==> config.mk <==
export PLATFORM = sky130hd
export DESIGN_NAME = mul_result_buffer
export DESIGN_NICKNAME = d
export VERILOG_FILES = /design/src/rtl/mul_result_buffer.sv
export SDC_FILE = /design/constraint.sdc
export NUM_CORES = 1
export LEC_CHECK = 0
export CAP_MARGIN = 20
export CORE_MARGIN = 1.5
export CORE_UTILIZATION = 64
export DETAILED_ROUTE_END_ITERATION = 16
export DONT_BUFFER_PORTS = 1
export PLACE_DENSITY = 0.8
export REMOVE_ABC_BUFFERS = 1
export SLEW_MARGIN = 20
export SYNTH_ARGS = -nofsm -noshare
export SYNTH_HDL_FRONTEND = slang
export SYNTH_SLANG_ARGS = --single-unit
export TNS_END_PERCENT = 50
==> constraint.sdc <==
create_clock -name clk -period 2.85 [get_ports clk]
set_input_delay 0.1425 -clock clk [delete_from_list [all_inputs] [get_ports clk]]
set_output_delay 0.1425 -clock clk [all_outputs]
set_load 0.01 [all_outputs]
==> src/rtl/mul_result_buffer.sv <==
// Result FIFO behind the combinational multiplier: stores {Overf, Result} with
// precomputed Z/N/V flags and keeps a sticky overflow indication.
module mul_result_buffer #(
    parameter int N     = 4,
    parameter int DEPTH = 2
) (
    input  logic                     clk,
    input  logic                     rst_n,
    input  logic                     in_valid,
    output logic                     in_ready,
    input  logic [N-1:0]             in_result,
    input  logic [N-1:0]             in_overf,
    output logic                     out_valid,
    input  logic                     out_ready,
    output logic [N-1:0]             out_result,
    output logic [N-1:0]             out_overf,
    output logic                     out_z,
    output logic                     out_n,
    output logic                     out_v,
    output logic                     sticky_v,
    input  logic                     clr_sticky,
    output logic [$clog2(DEPTH):0]   count
);

    localparam int PW = $clog2(DEPTH);
    localparam int CW = PW + 1;

    typedef struct packed {
        logic [N-1:0] overf;
        logic [N-1:0] result;
        logic         z;
        logic         n;
        logic         v;
    } entry_t;

    entry_t          mem_q [DEPTH];
    entry_t          mem_d [DEPTH];
    logic [PW-1:0]   wptr_q, wptr_d;
    logic [PW-1:0]   rptr_q, rptr_d;
    logic [CW-1:0]   count_q, count_d;
    logic            sticky_q, sticky_d;

    logic            full, empty;
    logic            wr_en, rd_en;
    entry_t          new_entry;
    entry_t          head;

    // Ready/valid depend only on registered occupancy, so there is no
    // combinational path from out_ready to in_ready.
    assign full  = (count_q == CW'(DEPTH));
    assign empty = (count_q == '0);
    assign wr_en = in_valid & ~full;
    assign rd_en = out_ready & ~empty;

    always_comb begin
        new_entry.overf  = in_overf;
        new_entry.result = in_result;
        new_entry.z      = ({in_overf, in_result} == '0);
        new_entry.n      = in_overf[N-1];
        new_entry.v      = |in_overf;
    end

    always_comb begin
        mem_d    = mem_q;
        wptr_d   = wptr_q;
        rptr_d   = rptr_q;
        count_d  = count_q;
        sticky_d = sticky_q;

        if (wr_en) begin
            mem_d[wptr_q] = new_entry;
            wptr_d        = wptr_q + PW'(1);
        end
        if (rd_en) begin
            rptr_d = rptr_q + PW'(1);
        end

        case ({wr_en, rd_en})
            2'b10:   count_d = count_q + CW'(1);
            2'b01:   count_d = count_q - CW'(1);
            default: count_d = count_q;
        endcase

        // A V=1 write in the same cycle as a clear leaves the flag set.
        if (clr_sticky) begin
            sticky_d = 1'b0;
        end
        if (wr_en && new_entry.v) begin
            sticky_d = 1'b1;
        end
    end

    always_ff @(posedge clk or negedge rst_n) begin
        if (!rst_n) begin
            wptr_q   <= '0;
            rptr_q   <= '0;
            count_q  <= '0;
            sticky_q <= 1'b0;
        end else begin
            wptr_q   <= wptr_d;
            rptr_q   <= rptr_d;
            count_q  <= count_d;
            sticky_q <= sticky_d;
        end
    end

    // Storage is not reset; stale contents are hidden by the empty mask.
    always_ff @(posedge clk) begin
        mem_q <= mem_d;
    end

    always_comb begin
        head       = mem_q[rptr_q];
        out_result = empty ? '0   : head.result;
        out_overf  = empty ? '0   : head.overf;
        out_z      = empty ? 1'b0 : head.z;
        out_n      = empty ? 1'b0 : head.n;
        out_v      = empty ? 1'b0 : head.v;
    end

    assign in_ready  = ~full;
    assign out_valid = ~empty;
    assign sticky_v  = sticky_q;
    assign count     = count_q;

endmodule
# Word level (Yosys, flattened, before mapping)
# Cells that the tools add are included.
[word_totals]
reg_bits = 27
latch_bits = 0
ram_bits = 0
mem_bits_ro = 0
inputBits = 13
elab_cells = 51
mem_count = 0
[classes]
add_sub_neg = 4
multipliers = 0
n_div = 0
order_cmp = 3
n_eq_ne = 3
n_shift = 0
mux = 14
bitwise = 6
n_reduce_logical = 7
[ops]
columns = ["op", "n"]
rows = [
  ["$mux 11", 4],
  ["$bwmux 22", 1],
  ["$demux 11 s1", 1],
  ["$logic_not 8->1", 1],
  ["$mux 4", 2],
  ["$mux 1", 5],
  ["$eq 2x2->1 const B", 2],
  ["$ge 2x2->1 const B", 2],
  ["$not 1->2", 2],
  ["$pmux 2 s2", 1],
  ["$reduce_bool 2->1", 2],
  ["$reduce_or 4->1", 1],
  ["$add 1x1->1 const B", 2],
  ["$add 2x1->2 const B", 1],
  ["$and 1x1->1", 2],
  ["$eq 2x1->1 const B", 1],
  ["$logic_and 1x1->1", 2],
  ["$logic_not 2->1", 1],
  ["$lt 2x1->1 const B", 1],
  ["$not 1->1", 2],
  ["$sub 2x1->2 const B", 1],
]

# Depth between registers and ports, before layout
[logic_depth]
word_depth = 6
mapped_depth = 6

# Worst setup path before layout
# OpenSTA, ideal clock, no wires.
[synth_timing]
path_type = "register -> register"
startpoint = "register count_q[0], in the netlist count[0]"
endpoint = "register mem_q[11] in the netlist's numbering (enable)"
setup_ps = 376
arrival_time_ps = 1282
slack_ps = 1192
path_stages_with_launch = 4
synth_period_minus_slack_ps = 1658
path_cell_list = "dfrtp_1 -> nand2b_1 -> nand2_1 -> nor2_1"
[synth_via]
elab_chain_cells = 3
[synth_rtl]
columns = ["item", "line_no", "source"]
rows = [
  ["start: declaration", "40", "logic [CW-1:0] count_q, count_d;"],
  ["start signal: assignment", "102", "count_q <= count_d;"],
  ["$eq 2x2->1", "50", "assign full = (count_q == CW'(DEPTH));"],
  ["$not 1->1", "--", ""],
  ["via in_ready", "10", "output logic in_ready,"],
  ["$and 1x1->1", "52", "assign wr_en = in_valid & ~full;"],
  ["end signal: assignment", "109", "mem_q <= mem_d;"],
  ["end: declaration", "36", "entry_t mem_q [DEPTH];"],
]
# The timed path passes the listed nets, and every way through them passes these cells.
# A chain may end at the register's enable or synchronous reset.

# Final worst setup path
[layout_timing]
startpoint = "register count_q[0], in the netlist count[0]"
endpoint = "register mem_q[20] in the netlist's numbering (enable)"
# The elaborated chain is that of the path after synthesis.

==> flow_metrics.tcl <==
set metrics [dict create \
    status "completed" \
    path_cells "nand2b_1 > nand2_1 > nor2_1" \
    slowest_delay_ns 0.68 \
    wl_per_cell_um 16.91 \
    fillers 98 \
    dpl.cell_count 82 \
    die_w_um 42.97 \
    synth-compound-area-share_pct 0.8568 \
    hp-start "in_valid" \
    root_buffer "clkbuf_4" \
    worstPathMaxFanout 10 \
    maxSlewHeadroom_pct 42.35 \
    clock_path_buffers 2 \
    final-hold-violation-count 0 \
    maxCapViolations 0 \
    yosys-mux-area-fraction_pct 9.792 \
    grt_use_total_pct 20.52 \
    synthCells 68 \
    vias 562 \
    ctsResizeCount 0 \
    syn_to_final_growth_pct 14.20 \
    core_area_mm2 0.001506 \
    power_density_mw_per_mm2 966.0 \
    grt_max_degree 15 \
    synth.distinct_cells 18 \
    die_h_um 42.97 \
    critPathKind "register to register" \
    cts_tree "yes" \
    period_needed_ns 1.996 \
    yosys_warnings 0 \
    post_cts.repair.setup_buffers 0 \
    tns_ns 0 \
    power_leakage_uw 0.0004543 \
    die_area_mm2 0.001846 \
    drtIter0Drc 14 \
    vdd_drop_max_uv 703.0 \
    fin_cells 97 \
    synth_xor_area_share_pct 4.284 \
    antenna_found_initial 0 \
    vias_per_cell 5.794 \
    end_kind "register" \
    finish.instance_area_mm2 0.001167 \
    crit_family "simple AND/OR/NAND/NOR gates" \
    yosysSeqAreaShare_pct 70.99 \
    drcViolationCount 0 \
    io_buffers 0 \
    setup_violations 0 \
    cts_made_buffers 3 \
    drive_gt1_share_pct 9.877 \
    crit_start "count[0]$_DFFE_PN0P_" \
    cp.arrival_ns 1.95 \
    hold_class "input pin to register" \
    path_clk_slew_ns 0.13 \
    start_util_pct 67.86 \
    synth_top_family_by_area "simple AND/OR/NAND/NOR gates" \
    synth-adder-area-share_pct 1.224 \
    grt_pass1_wl_um 2608 \
    utilization_pct 77.49 \
    clock_skew_ns 0.002400 \
    drt_pass1_iterations 4 \
    r2r_start "count[0]$_DFFE_PN0P_" \
    slowest_stage "nor2_1" \
    required_ns 2.80 \
    startpoint_type "register" \
    fmax_ghz 0.5009 \
    ys_seq_elements 25 \
    drtAntennaViolNets 0 \
    synthSimpleGateAreaFrac_pct 10.16 \
    worst-path-buf-inv 0 \
    rsz0062_at_grt "false" \
    grt-ovfl-total 0 \
    fin_crit_sh_pct 70.04 \
    io_pins 29 \
    grt_pass1_vias 550 \
    drv_slew 0 \
    n_antenna_cell 0 \
    syn_avg_cell_area_um2 15.03 \
    cts.htree.levels 1 \
    worst_pin_slew_ns 0.8615 \
    dpl_worst_slack_ns 0.9189 \
    rows 14 \
    post-route-worst-setup-slack_ns 0.8537 \
    nets 96 \
    detailed_place.area_mm2 0.001030 \
    syn_area_mm2 0.001022 \
    wl_um 1640 \
    place.gp.congestion 0.7138 \
    clk_latency_ns 0.31 \
    cts.sinks 25 \
]
synth_stat cells, drive strengths merged:
master	n	area, µm²
and3	1	6.260
buf	3	20.01
dfrtp	5	125.1
edfxtp	20	600.6
ha	1	12.51
inv	2	7.510
mux2i	10	100.1
nand2	1	3.750
nand2b	1	6.260
nand3	1	10.01
nor2	14	52.55
nor2b	1	6.260
o21ai	1	8.760
or4	2	18.77
xnor2	3	26.28
xor2	2	17.52
worst paths after layout:
check / depth (start not counted) / endpoint / slack [ns]
worst max-delay path: 3 / mem_q[20]$_DFFE_PP_ / 0.85
worst min-delay path: 2 / wptr_q$_DFFE_PN0P_ / 0.03
worst max register to register: 3 / mem_q[20]$_DFFE_PP_ / 0.85
worst min register to register: 1 / wptr_q$_DFFE_PN0P_ / 0.51
max in group asynchronous: 1 / sticky_v$_DFFE_PN0P_ / 2.54
min in group asynchronous: 1 / count[0]$_DFFE_PN0P_ / 0.11
kinds of logic after synthesis:
| family | count (synthesis) |
|---|---|
| flip-flops | 25 |
| AND/OR/NAND/NOR | 21 |
| multiplexers | 10 |
| XOR/XNOR | 5 |
| buffers and inverters | 5 |
| AO/OA/AOI/OAI | 1 |
| adder cells (fa/ha/maj) | 1 |
stage by stage:
step           total power, µW  hold slack (ns)
2_1_floorplan            884.8          -0.1531
3_3_place_gp             951.1          -0.1530
3_5_place_dp             960.6          -0.1530
4_1_cts                   1127          0.03210
5_1_grt                   1194          0.04509
6_report                  1128          0.02759
flip-flops by register name, indices dropped and copies added (netlist names):
register / flops
mem_q: 20
count: 2
wptr_q: 1
rptr_q: 1
sticky_v: 1
repair_timing:
action,in CTS,in global routing
hold buffers,11,0
setup endpoints to repair,0,0
endpoints found under the hold margin,22,0
routing by layer:
layer	global-route usage (%)	part of all wire, %	wire length, µm	vias up
met5	0	0	0	-
met4	9.091	1.8	29	0
met3	5.106	5.6	92	4
met2	33.33	51	842	18
met1	26.30	41	676	274
li1	-	-	-	266
cell type report:
class | count | area [µm²] | area share [%]
multi-input combinational | 38 | 269.0 | 23.04
clock inverter | 1 | 5.005 | 0.4287
timing repair buffer | 12 | 117.6 | 10.08
tap | 16 | 20.02 | 1.715
sequential | 25 | 725.7 | 62.17
clock buffer | 3 | 22.52 | 1.929
inverter | 2 | 7.507 | 0.6431
cells in the final DEF (no fill, tap or decap), drive strengths merged:
cell / n
ha: 1
or4: 2
nand2b: 1
nand3: 1
clkbuf: 3
nand2: 1
dlygate4sd3: 11
and3: 1
mux2i: 10
o21ai: 1
xnor2: 3
inv: 2
clkinv: 1
dfrtp: 5
buf: 1
nor2b: 1
nor2: 14
edfxtp: 20
xor2: 2
report_power, final:
group / switching (µW) / leakage (µW) / internal [µW]
Clock: 100 / 0.0000177 / 52.4
Sequential: 95.6 / 0.000242 / 506
Combinational: 224 / 0.000194 / 149
Note: power is estimated with default switching activity, not from simulation.
